<file path="src/rtl/mux_scan_pkg.sv">
// +------------------------------------------------------------------+
// | mux_scan_pkg : shared constants and helpers for mux_scan_sel      |
// | Rev 1.0                                                           |
// +------------------------------------------------------------------+
`default_nettype none

package mux_scan_pkg;

  localparam logic MODE_MANUAL = 1'b0;
  localparam logic MODE_SCAN   = 1'b1;

  // Next channel index in scan order, wrapping the last channel back to 0.
  function automatic int wrap_inc(input int cur, input int channels);
    return (cur >= channels - 1) ? 0 : cur + 1;
  endfunction

endpackage

`default_nettype wire

</file>
<file path="src/rtl/mux_scan_sel_scan_timer.sv">
// +------------------------------------------------------------------+
// | scan_timer : dwell counter producing a terminal-count tick        |
// | Rev 1.0                                                           |
// +------------------------------------------------------------------+
`default_nettype none

module scan_timer #(
  parameter int DWELL = 25000000
) (
  input  logic Clock,
  input  logic Resetn,
  input  logic enable,
  input  logic clear,
  output logic tick
);

  localparam int                CNT_W = $clog2(DWELL + 1);
  localparam logic [CNT_W-1:0] C_LAST = CNT_W'(DWELL - 1);

  logic [CNT_W-1:0] count_q;
  logic [CNT_W-1:0] count_d;

  assign tick = enable && (count_q == C_LAST);

  // clear wins over enable; with neither asserted the count is frozen.
  always_comb begin
    count_d = count_q;
    if (clear) begin
      count_d = '0;
    end else if (enable) begin
      count_d = tick ? '0 : count_q + CNT_W'(1);
    end
  end

  always_ff @(posedge Clock or negedge Resetn) begin
    if (!Resetn) begin
      count_q <= '0;
    end else begin
      count_q <= count_d;
    end
  end

endmodule

`default_nettype wire

</file>
<file path="src/rtl/mux_scan_sel.sv">
// +------------------------------------------------------------------+
// | mux_scan_sel : N-channel selector, manual or timed auto-scan      |
// | Rev 1.0                                                           |
// +------------------------------------------------------------------+
`default_nettype none

module mux_scan_sel
  import mux_scan_pkg::*;
#(
  parameter int WIDTH    = 2,
  parameter int CHANNELS = 4,
  parameter int DWELL    = 25000000
) (
  input  logic                              Clock,
  input  logic                              Resetn,
  input  logic                              mode,
  input  logic                              hold,
  input  logic [$clog2(CHANNELS)-1:0]       sel_in,
  input  logic [CHANNELS*WIDTH-1:0]         data_in,
  output logic [WIDTH-1:0]                  data_out,
  output logic [$clog2(CHANNELS)-1:0]       sel_out,
  output logic                              changed
);

  localparam int SEL_W = $clog2(CHANNELS);

  logic [SEL_W-1:0] sel_q;
  logic [SEL_W-1:0] sel_d;
  logic [WIDTH-1:0] data_q;
  logic [WIDTH-1:0] data_d;
  logic             changed_q;
  logic             changed_d;

  logic             timer_en;
  logic             timer_clr;
  logic             tick;
  logic             req_in_range;
  logic [WIDTH-1:0] chan [CHANNELS];

  genvar k;
  generate
    for (k = 0; k < CHANNELS; k++) begin : g_chan
      assign chan[k] = data_in[k*WIDTH +: WIDTH];
    end
  endgenerate

  // Manual mode parks the counter at 0 so a later switch to scan starts fresh.
  assign timer_en  = (mode == MODE_SCAN)   && !hold;
  assign timer_clr = (mode == MODE_MANUAL) && !hold;

  scan_timer #(
    .DWELL (DWELL)
  ) u_timer (
    .Clock  (Clock),
    .Resetn (Resetn),
    .enable (timer_en),
    .clear  (timer_clr),
    .tick   (tick)
  );

  assign req_in_range = ({1'b0, sel_in} < (SEL_W + 1)'(CHANNELS));

  always_comb begin
    sel_d = sel_q;
    if (!hold) begin
      if (mode == MODE_SCAN) begin
        if (tick) begin
          sel_d = SEL_W'(wrap_inc(int'(sel_q), CHANNELS));
        end
      end else if (req_in_range) begin
        sel_d = sel_in;
      end
    end
  end

  // Data follows the selection being registered, so both move on one edge.
  always_comb begin
    data_d = '0;
    for (int i = 0; i < CHANNELS; i++) begin
      if (sel_d == SEL_W'(i)) begin
        data_d = chan[i];
      end
    end
  end

  assign changed_d = (sel_d != sel_q);

  always_ff @(posedge Clock or negedge Resetn) begin
    if (!Resetn) begin
      sel_q     <= '0;
      data_q    <= '0;
      changed_q <= 1'b0;
    end else begin
      sel_q     <= sel_d;
      data_q    <= data_d;
      changed_q <= changed_d;
    end
  end

  assign sel_out  = sel_q;
  assign data_out = data_q;
  assign changed  = changed_q;

endmodule

`default_nettype wire

</file>
<file path="config.mk">
export PLATFORM = sky130hd
export DESIGN_NAME = mux_scan_sel
export DESIGN_NICKNAME = d
export VERILOG_FILES = /design/src/rtl/mux_scan_pkg.sv /design/src/rtl/mux_scan_sel_scan_timer.sv /design/src/rtl/mux_scan_sel.sv
export SDC_FILE = /design/constraint.sdc
export NUM_CORES = 1
export LEC_CHECK = 0
export CAP_MARGIN = 0
export CORE_MARGIN = 2
export CORE_UTILIZATION = 50
export CTS_CLUSTER_SIZE = 20
export DETAILED_ROUTE_END_ITERATION = 6
export PLACE_DENSITY = 0.81
export SLEW_MARGIN = 5
export SYNTH_ARGS = -nofsm -noshare
export SYNTH_HDL_FRONTEND = slang
export SYNTH_SLANG_ARGS = --single-unit
</file>
<file path="constraint.sdc">
create_clock -name Clock -period 2.8 [get_ports Clock]
set_input_delay 0.84 -clock Clock [delete_from_list [all_inputs] [get_ports Clock]]
set_output_delay 0.84 -clock Clock [all_outputs]
set_load 0.005 [all_outputs]
</file>
After elaboration in Yosys (flattened, before gate mapping)
Cells that the tools add are included.
Widths: inputs -> output; s select.
{"block": "classes", "n_addsub": 2, "n_lt_le_gt_ge": 1, "n_eq_ne": 5, "mux": 11, "bitwise_logic": 1, "n_reduce_logical": 6}
{"op": "$mux 25", "count": 3}
{"op": "$add 25x1->25 const B", "count": 1}
{"op": "$eq 25x25->1 const B", "count": 1}
{"op": "$mux 2", "count": 8}
{"op": "$eq 2x2->1 const B", "count": 2}
{"op": "$logic_and 1x1->1", "count": 3}
{"op": "$add 2x1->2 const B", "count": 1}
{"op": "$eq 2x1->1 const B", "count": 1}
{"op": "$ge 2x2->1 const B", "count": 1}
{"op": "$logic_not 2->1", "count": 1}
{"op": "$ne 2x2->1", "count": 1}
{"op": "$reduce_bool 2->1", "count": 1}
{"op": "$logic_not 1->1", "count": 1}
{"op": "$not 1->1", "count": 1}
{"block": "totals", "regBits": 30, "input_bits": 14, "output_inout_bits": 5, "elab_cells": 30}

Depth between registers and ports, before layout
Gate-level depths: netlist (run 1).
{"block": "logic_depth", "word_depth": 11, "mapped_depth": 10}

Hierarchy
From an unflattened synthesis (run 1), not the netlist that was laid out.
{"block": "unflattened", "cells_unflattened": 177, "hier_area_um2": 1729.2}
{"mod": "scan_timer", "n_inst": 1, "cells_each": 148, "area_per_inst_um2": 1427.6, "seq_area_each_um2": 625.6}
{"mod": "mux_scan_sel", "n_inst": 1, "cells_each": 29, "area_per_inst_um2": 301.5, "seq_area_each_um2": 125.1}

Worst setup path before layout (run 1)
No wires, ideal clock.
{"block": "synth_path", "path_type": "input -> register", "from": "input hold", "to": "register data_q[0] (netlist: data_out[0])", "arrival_ns": 1.771, "required_ns": 2.655, "slack_ns": 0.885, "path_stages": 6, "path_buffers": 1, "cell_sequence": "inv_1 > clkbuf_1 > o21ai_0 > inv_1 > a31oi_1 > a32oi_1"}
{"block": "synth_between", "elab_chain_cells": 11, "word_cells_on_any_way": 14, "cone_classes": "eq/ne: 3; mux: 7; reduce/logical: 4"}
{"item": "from (decl)", "line": "mux_scan_sel.sv:17", "text": "input logic hold,"}
{"item": "$logic_not 1->1"}
{"item": "$logic_and 1x1->1", "line": "mux_scan_sel.sv:48", "text": "assign timer_en = (mode == MODE_SCAN) && !hold;"}
{"item": "$logic_and 1x1->1", "line": "mux_scan_sel_scan_timer.sv:23", "text": "assign tick = enable && (count_q == C_LAST);"}
{"item": "$mux 2", "line": "mux_scan_sel.sv:67", "text": "if (tick) begin"}
{"item": "$mux 2", "line": "mux_scan_sel.sv:66", "text": "if (mode == MODE_SCAN) begin"}
{"item": "$mux 2 (*)", "line": "mux_scan_sel.sv:65", "text": "if (!hold) begin"}
{"item": "$logic_not 2->1", "line": "mux_scan_sel.sv:80", "text": "if (sel_d == SEL_W'(i)) begin"}
{"item": "$mux 2 (3 in series)", "line": "mux_scan_sel.sv:80"}
{"item": "$mux 2 (*)", "line": "mux_scan_sel.sv:80"}
{"item": "named net data_d[0]", "line": "mux_scan_sel.sv:30", "text": "logic [WIDTH-1:0] data_d;"}
{"item": "to (signal assigned)", "line": "mux_scan_sel.sv:95", "text": "data_q <= data_d;"}
{"item": "to (decl)", "line": "mux_scan_sel.sv:29", "text": "logic [WIDTH-1:0] data_q;"}
Mark *: on every way through the listed nets, which the timed path passes. The rest lies on a longest branch.
A chain may end at the register's enable or synchronous reset.

Worst setup path in the final report (run 1)
{"block": "layout_path", "from": "input hold", "to": "register data_q[1] (netlist: data_out[1])"}
Same word-level chain as after synthesis.

==> results of run 1 <==
[routing by layer]
metal	GRT usage	share of wire	vias to the layer above	routed length [microns]
met5	0	0	-	0
met4	0.08777	0.014	0	54
met3	0.03646	0.050	7	197
met2	0.3451	0.47	46	1837
li1	-	-	807	-
met1	0.2856	0.47	750	1848
[worst max-delay path: cells and delay by family]
kind	cells	cell delay [ns]
AOI/OAI and AO/OA	3	0.75
buffers and inverters	3	0.83
[worst min-delay path by stage]
stage                                                from                              end  depth (start not counted)
after floorplan           u_timer.count_q[14]$_DFFE_PN0P_  u_timer.count_q[14]$_DFFE_PN0P_                          1
after global placement    u_timer.count_q[14]$_DFFE_PN0P_  u_timer.count_q[14]$_DFFE_PN0P_                          1
after detailed placement  u_timer.count_q[14]$_DFFE_PN0P_  u_timer.count_q[14]$_DFFE_PN0P_                          1
after CTS                 u_timer.count_q[14]$_DFFE_PN0P_  u_timer.count_q[14]$_DFFE_PN0P_                          1
after global routing      u_timer.count_q[14]$_DFFE_PN0P_  u_timer.count_q[14]$_DFFE_PN0P_                          1
final                     u_timer.count_q[14]$_DFFE_PN0P_  u_timer.count_q[14]$_DFFE_PN0P_                          1
[report_power, final]
group	total (uW)	leakage, uW	internal [uW]	switching (uW)
registers	470	0.000405	453	16.5
logic	168	0.000410	89.5	78.9
clock network	270	0.0000353	121	148
[kinds of logic after synthesis]
family,Yosys count,synth area share
AND/OR/NAND/NOR,85,0.2856
buffers and inverters,13,0.03767
XOR/XNOR,5,0.02398
flip-flops,30,0.4110
AO/OA/AOI/OAI,68,0.2144
multiplexers,2,0.01370
adder cells (fa/ha/maj),2,0.01370
[cell type report]
type                       instances  area (sq um)  share of cell area
timing repair buffer              25         232.7              0.1096
clock buffer                       7         55.05             0.02593
tap                               46         57.56             0.02711
clock inverter                     1         5.005            0.002357
inverter                           4         15.01            0.007071
sequential                        30         750.7              0.3536
multi-input combinational        162          1007              0.4744
[sequential cells by signal, indices dropped and copies added (netlist names)]
name and cells:
u_timer.count_q 25, data_out 2, sel_out 2, changed 1
[stage by stage]
stage          setup slack [ns]  hold slack, ns  cells  cell area (sq um)
2_1_floorplan            0.8846          0.4368    205               1827
3_3_place_gp             0.3839          0.4586    267               2063
3_5_place_dp             0.2451          0.4697    267               2063
4_1_cts                  0.6071          0.4833    275               2123
5_1_grt                  0.3832          0.4960    275               2123
6_report                 0.5759          0.4776    275               2123
[placed cells by master (no fill, tap or decap), types with 2 or more instances in the layout]
master	n
ha_1	2
nor2b_1	2
a32oi_1	2
o21ai_0	29
dfrtp_1	30
o31ai_1	5
buf_4	7
a21oi_1	5
xnor2_1	2
inv_1	3
xor2_1	3
nand2_1	28
o21ai_1	14
clkdlybuf4s50_1	18
nor4_1	2
nor3_1	2
a31oi_1	7
clkbuf_4	5
and3_1	3
nand3_1	13
nor2_1	11
a22o_1	2
nand4_1	5
==> flow_summary.toml, run 1 <==
[worst_setup_path]
cp_slowest_cell = "clkdlybuf4s50_1"
reg2regPathDepth = 8
path_class = "input pin to flop"
r2r_slack_ns = 0.63
r2r-start = "u_timer.count_q[1]$_DFFE_PN0P_"
cp-start-kind = "input pin"
crit_end = "data_out[1]$_DFF_PN0_"
worstSetupStartpoint = "hold"
r2r-end = "u_timer.count_q[11]$_DFFE_PN0P_"
cpPeakStageDelay_ns = 0.53
worstPathCellList = "clkdlybuf4s50_1, inv_1, o21ai_0, inv_1, a31oi_1, a32oi_1"
crit_top_cell = "inv_1"
required_ns = 3.00
cp_max_fo = 6
cp-end-kind = "flop"
worstPathArrival_ns = 2.42

[finish]
fillers = 306
syn_to_final_growth_pct = 16.23
utilization = 0.6216
nets = 244
drive_gt1_frac = 0.1223
diodes = 0

[sta]
fin_crit_ns = 2.224
finalSetupTns_ns = 0
finalHoldViolCount = 0
period_share = 0.7943
tightest_slew_ns = 0.5332
maxSlewViolCount = 0
finalSetupViolations = 0
max_freq_ghz = 0.4496
fin_skew_ns = 0.002728
grt_setup_unrepaired = "no"
relSlewSlack = 0.6408

[die]
die_w_microns = 64.45
io-pin-count = 19
die_h_microns = 64.45
core_sq_um = 3416
die_area_sq_um = 4153
start_util = 0.5348
row_count = 21

[logic_synthesis]
yosys-top-cells-count = "dfrtp_1, o21ai_0, nand2_1, o21ai_1, nand3_1"
synth.most_common_cell = "dfrtp_1"
synth_fp_nets = 221
async_flop_share = 1.000
synth-edff-count = 0
ys_ff_latch = 30
yosysWarnings = 0
syn-mean-instance-area_sq_um = 8.911
synth.top_cell.area_share = 0.4110
synth_top_cell_by_area = "dfrtp_1"
synthCells = 205
ys_seq_area_frac = 0.4110
netlist-cell-type-count = 49
synthTopCellsByArea = "dfrtp_1, o21ai_0, nand2_1"
synth-main-ff-cell = "dfrtp_1"
mappedNetlistArea_sq_um = 1827

[global_route]
grt.total_usage = 0.2138
grt_pass1_vias = 1562
overflow = 0
grt_pass1_wl_microns = 6948
grt_antenna_before_repair = 0
grt_max_degree = 31

[drt]
viasPerCell = 5.855
vias = 1610
post-route-drc-count = 0
first_pass_iters = 4
drt-total-wl_microns = 3937
initialDrtViolationCount = 120
wl_per_cell_microns = 14.32
antenna_left = 0

[cts]
cts_max_level = 2
clk_pin_slew_ns = 0.09
cts_setup_buffers = 0
clkLatencyLatePin_ns = 0.33
cts_resized = 0
cts.sink_count = 30
clock_tree.buffer_depth = 2
cts-root-buf = "clkbuf_4"
cts_buffers = 5
tritoncts = "built"
ctsHoldBuffers = 0

[placement]
hpwl_microns = 2809
gp_congestion = 0.7967
portBuffers = 18

[flow_run]
maxCapViolCount = 0

[pwr]
cellPowerDensity_nw_per_um2 = 427.4
peakVddDrop_uv = 223.9
p_leak_uw = 0.0008509
finalPower_uw = 907.5

[worst_hold_path]
min-delay-path-class = "flop to flop"

[status]
outcome = "finished, final reports clean"
No activity file was read; power rests on OpenSTA's default activity.
==> run 2, diff against run 1 <==
--- a/config.mk
+++ b/config.mk
@@ -10,7 +10,7 @@
 export CORE_UTILIZATION = 50
 export CTS_CLUSTER_SIZE = 20
 export DETAILED_ROUTE_END_ITERATION = 6
-export PLACE_DENSITY = 0.81
+export PLACE_DENSITY = 0.83
 export SLEW_MARGIN = 5
 export SYNTH_ARGS = -nofsm -noshare
 export SYNTH_HDL_FRONTEND = slang
==> constraint.sdc (replaced) <==
create_clock -name Clock -period 1.89 [get_ports Clock]
set_input_delay 0.567 -clock Clock [delete_from_list [all_inputs] [get_ports Clock]]
set_output_delay 0.567 -clock Clock [all_outputs]
set_load 0.005 [all_outputs]
==> run 2 against run 1 <==
Compared with the run above:
- the run now ends with negative setup slack left
- final cell count up 16%
- clock skew grew 0.013 ns
- flip-flop and latch count unchanged
- die area is the same
- power rose by 71%
- clock-buffer cell count shrank 2
- clock power up 92%
- global-route usage rose by 3.8 points
- non-clock buffer count grew 43
- critical path type is now flop to flop
- largest cell class unchanged
- highest routed layer unchanged
==> flow_summary.toml, run 2 (synthesis gave the netlist of run 1 again) <==
[sta]
max_freq_ghz = 0.5123
maxSlewViolCount = 0
tightest_slew_ns = 0.4116
fin_skew_ns = 0.01571
finalHoldViolCount = 0
holdWs_ns = 0.5035
fin_crit_ns = 1.952
finalSetupViolations = 4
fin_ws_ns = -0.06213
relSlewSlack = 0.7230
grt_setup_unrepaired = "yes"
period_share = 1.033

[worst_setup_path]
cp-end-kind = "flop"
reg2regPathDepth = 7
worstPathCellList = "ha_2, and3_4, nand4_4, nor2_4, mux2i_4, o21ai_0, a32oi_1"
required_ns = 2.15
r2r-start = "u_timer.count_q[1]$_DFFE_PN0P_"
cp-start-kind = "flop"
cpPeakStageDelay_ns = 0.38
path_class = "flop to flop"
worstPathArrival_ns = 2.21
r2r_slack_ns = -0.06
r2r-end = "data_out[0]$_DFF_PN0_"
path_buf_inv = 0
cp_slowest_cell = "dfrtp_1"
cp_max_fo = 6
crit_family = "simple AND/OR/NAND/NOR gates"

[die]
start_util = 0.5348
row_count = 21
die_h_microns = 64.45
io-pin-count = 19
core_sq_um = 3416
die_w_microns = 64.45
die_area_sq_um = 4153

[drt]
first_pass_iters = 4
drt-total-wl_microns = 4934
viasPerCell = 5.871
post-route-drc-count = 0
initialDrtViolationCount = 113
antenna_left = 0
vias = 1867
wl_per_cell_microns = 15.52

[cts]
cts-root-buf = "clkbuf_4"
clock_tree.buffer_depth = 2
tritoncts = "built"
ctsHoldBuffers = 0
cts_max_level = 2
cts.sink_count = 30
clkLatencyLatePin_ns = 0.34
clk_pin_slew_ns = 0.11
cts_buffers = 5

[placement]
hpwl_microns = 3317
portBuffers = 18
pre_cts_ws_ns = -0.3675
dp_cells = 300
gp_congestion = 0.8696

[finish]
final_common_cell = "buf_4"
drive_gt1_frac = 0.3162
fin_cells = 318
nets = 287
utilization = 0.7542
diodes = 0
regMostFlops = "u_timer.count_q"
syn_to_final_growth_pct = 41.03
mostFrequentLayoutCells = "buf_4, o21ai_1, nand2_1, dfrtp_1, clkdlybuf4s50_1"
largest_reg_flops = 25

[global_route]
grt.total_usage = 0.2518
overflow = 0
grt_pass1_vias = 1802
grt_max_degree = 31
grt_pass1_wl_microns = 8093
grt_antenna_before_repair = 0

[worst_hold_path]
min-delay-path-class = "flop to flop"
min_to = "u_timer.count_q[24]$_DFFE_PN0P_"
whs_path_depth = 1
min_from = "u_timer.count_q[24]$_DFFE_PN0P_"

[flow_run]
maxCapViolCount = 0

[pwr]
finalPower_uw = 1555
power_frac_clock = 0.333
share_comb_of_total_power = 0.221
p_int_uw = 1139
switching_share = 0.2673
p_leak_uw = 0.001116
power_frac_seq = 0.445
cellPowerDensity_nw_per_um2 = 603.5
power.switching_uw = 415.7
peakVddDrop_uv = 341.7

[status]
outcome = "finished with violations"
violations = "negative setup slack"
## run 2: cell count changes in the layout (fill, tap and decap cells not counted), sizes merged
cell,change
clkdlybuf4s50,-1
clkbuf,-2
clkinv,+1
buf,+43
bufinv,+1
dlymetal6s2s,+1
## run 2: repair_timing
item | CTS | global route
endpoints found under the hold margin | 0 | 0
pin swaps | 3 | 14
buffers inserted | 2 | 8
endpoints found under the setup margin | 20 | 27
cloned | 1 | 0
resized for setup | 13 | 31
## run 2: final cells by class
class / instances / area (sq um)
clock buffer: 5 / 37.54
clock inverter: 3 / 40.04
fill: 223 / 839.6
inverter: 4 / 15.01
multi-input combinational: 162 / 1076
sequential: 30 / 753.2
tap: 46 / 57.56
timing repair buffer: 68 / 596.8
## run 2: routing by layer
layer,track usage,part of all wire,vias up
met5,0,0,-
met1,0.3303,0.44,911
met3,0.05382,0.047,10
met2,0.4193,0.50,56
met4,0.07713,0.014,0
li1,-,-,890
## run 2: stage by stage
step                area [sq um]  setup TNS [ns]
floorplan                   1827               0
global placement            2323          -2.104
detailed placement          2323          -3.600
CTS                         2474         -0.1008
global route                2576          -1.329
finish                      2576         -0.1286
## run 2: worst max-delay path by stage
stage	slack [ns]	from	cells past startpoint	endpoint
3_5_place_dp	-0.37	mode	6	data_out[0]$_DFF_PN0_
5_1_grt	-0.11	u_timer.count_q[10]$_DFFE_PN0P_	7	u_timer.count_q[9]$_DFFE_PN0P_
4_1_cts	-0.04	u_timer.count_q[17]$_DFFE_PN0P_	8	u_timer.count_q[1]$_DFFE_PN0P_
2_1_floorplan	0.09	u_timer.count_q[0]$_DFFE_PN0P_	8	data_out[0]$_DFF_PN0_
3_3_place_gp	-0.28	mode	6	data_out[1]$_DFF_PN0_
6_report	-0.06	u_timer.count_q[1]$_DFFE_PN0P_	7	data_out[0]$_DFF_PN0_
## run 2: power groups by stage
stage          clock (uW)  combinational [uW]  sequential (uW)
6_report              518                 344              693
5_1_grt               560                 377              696
4_1_cts               519                 308              695
3_5_place_dp            0                 289              705
3_3_place_gp            0                 277              705
2_1_floorplan           0                 127              707
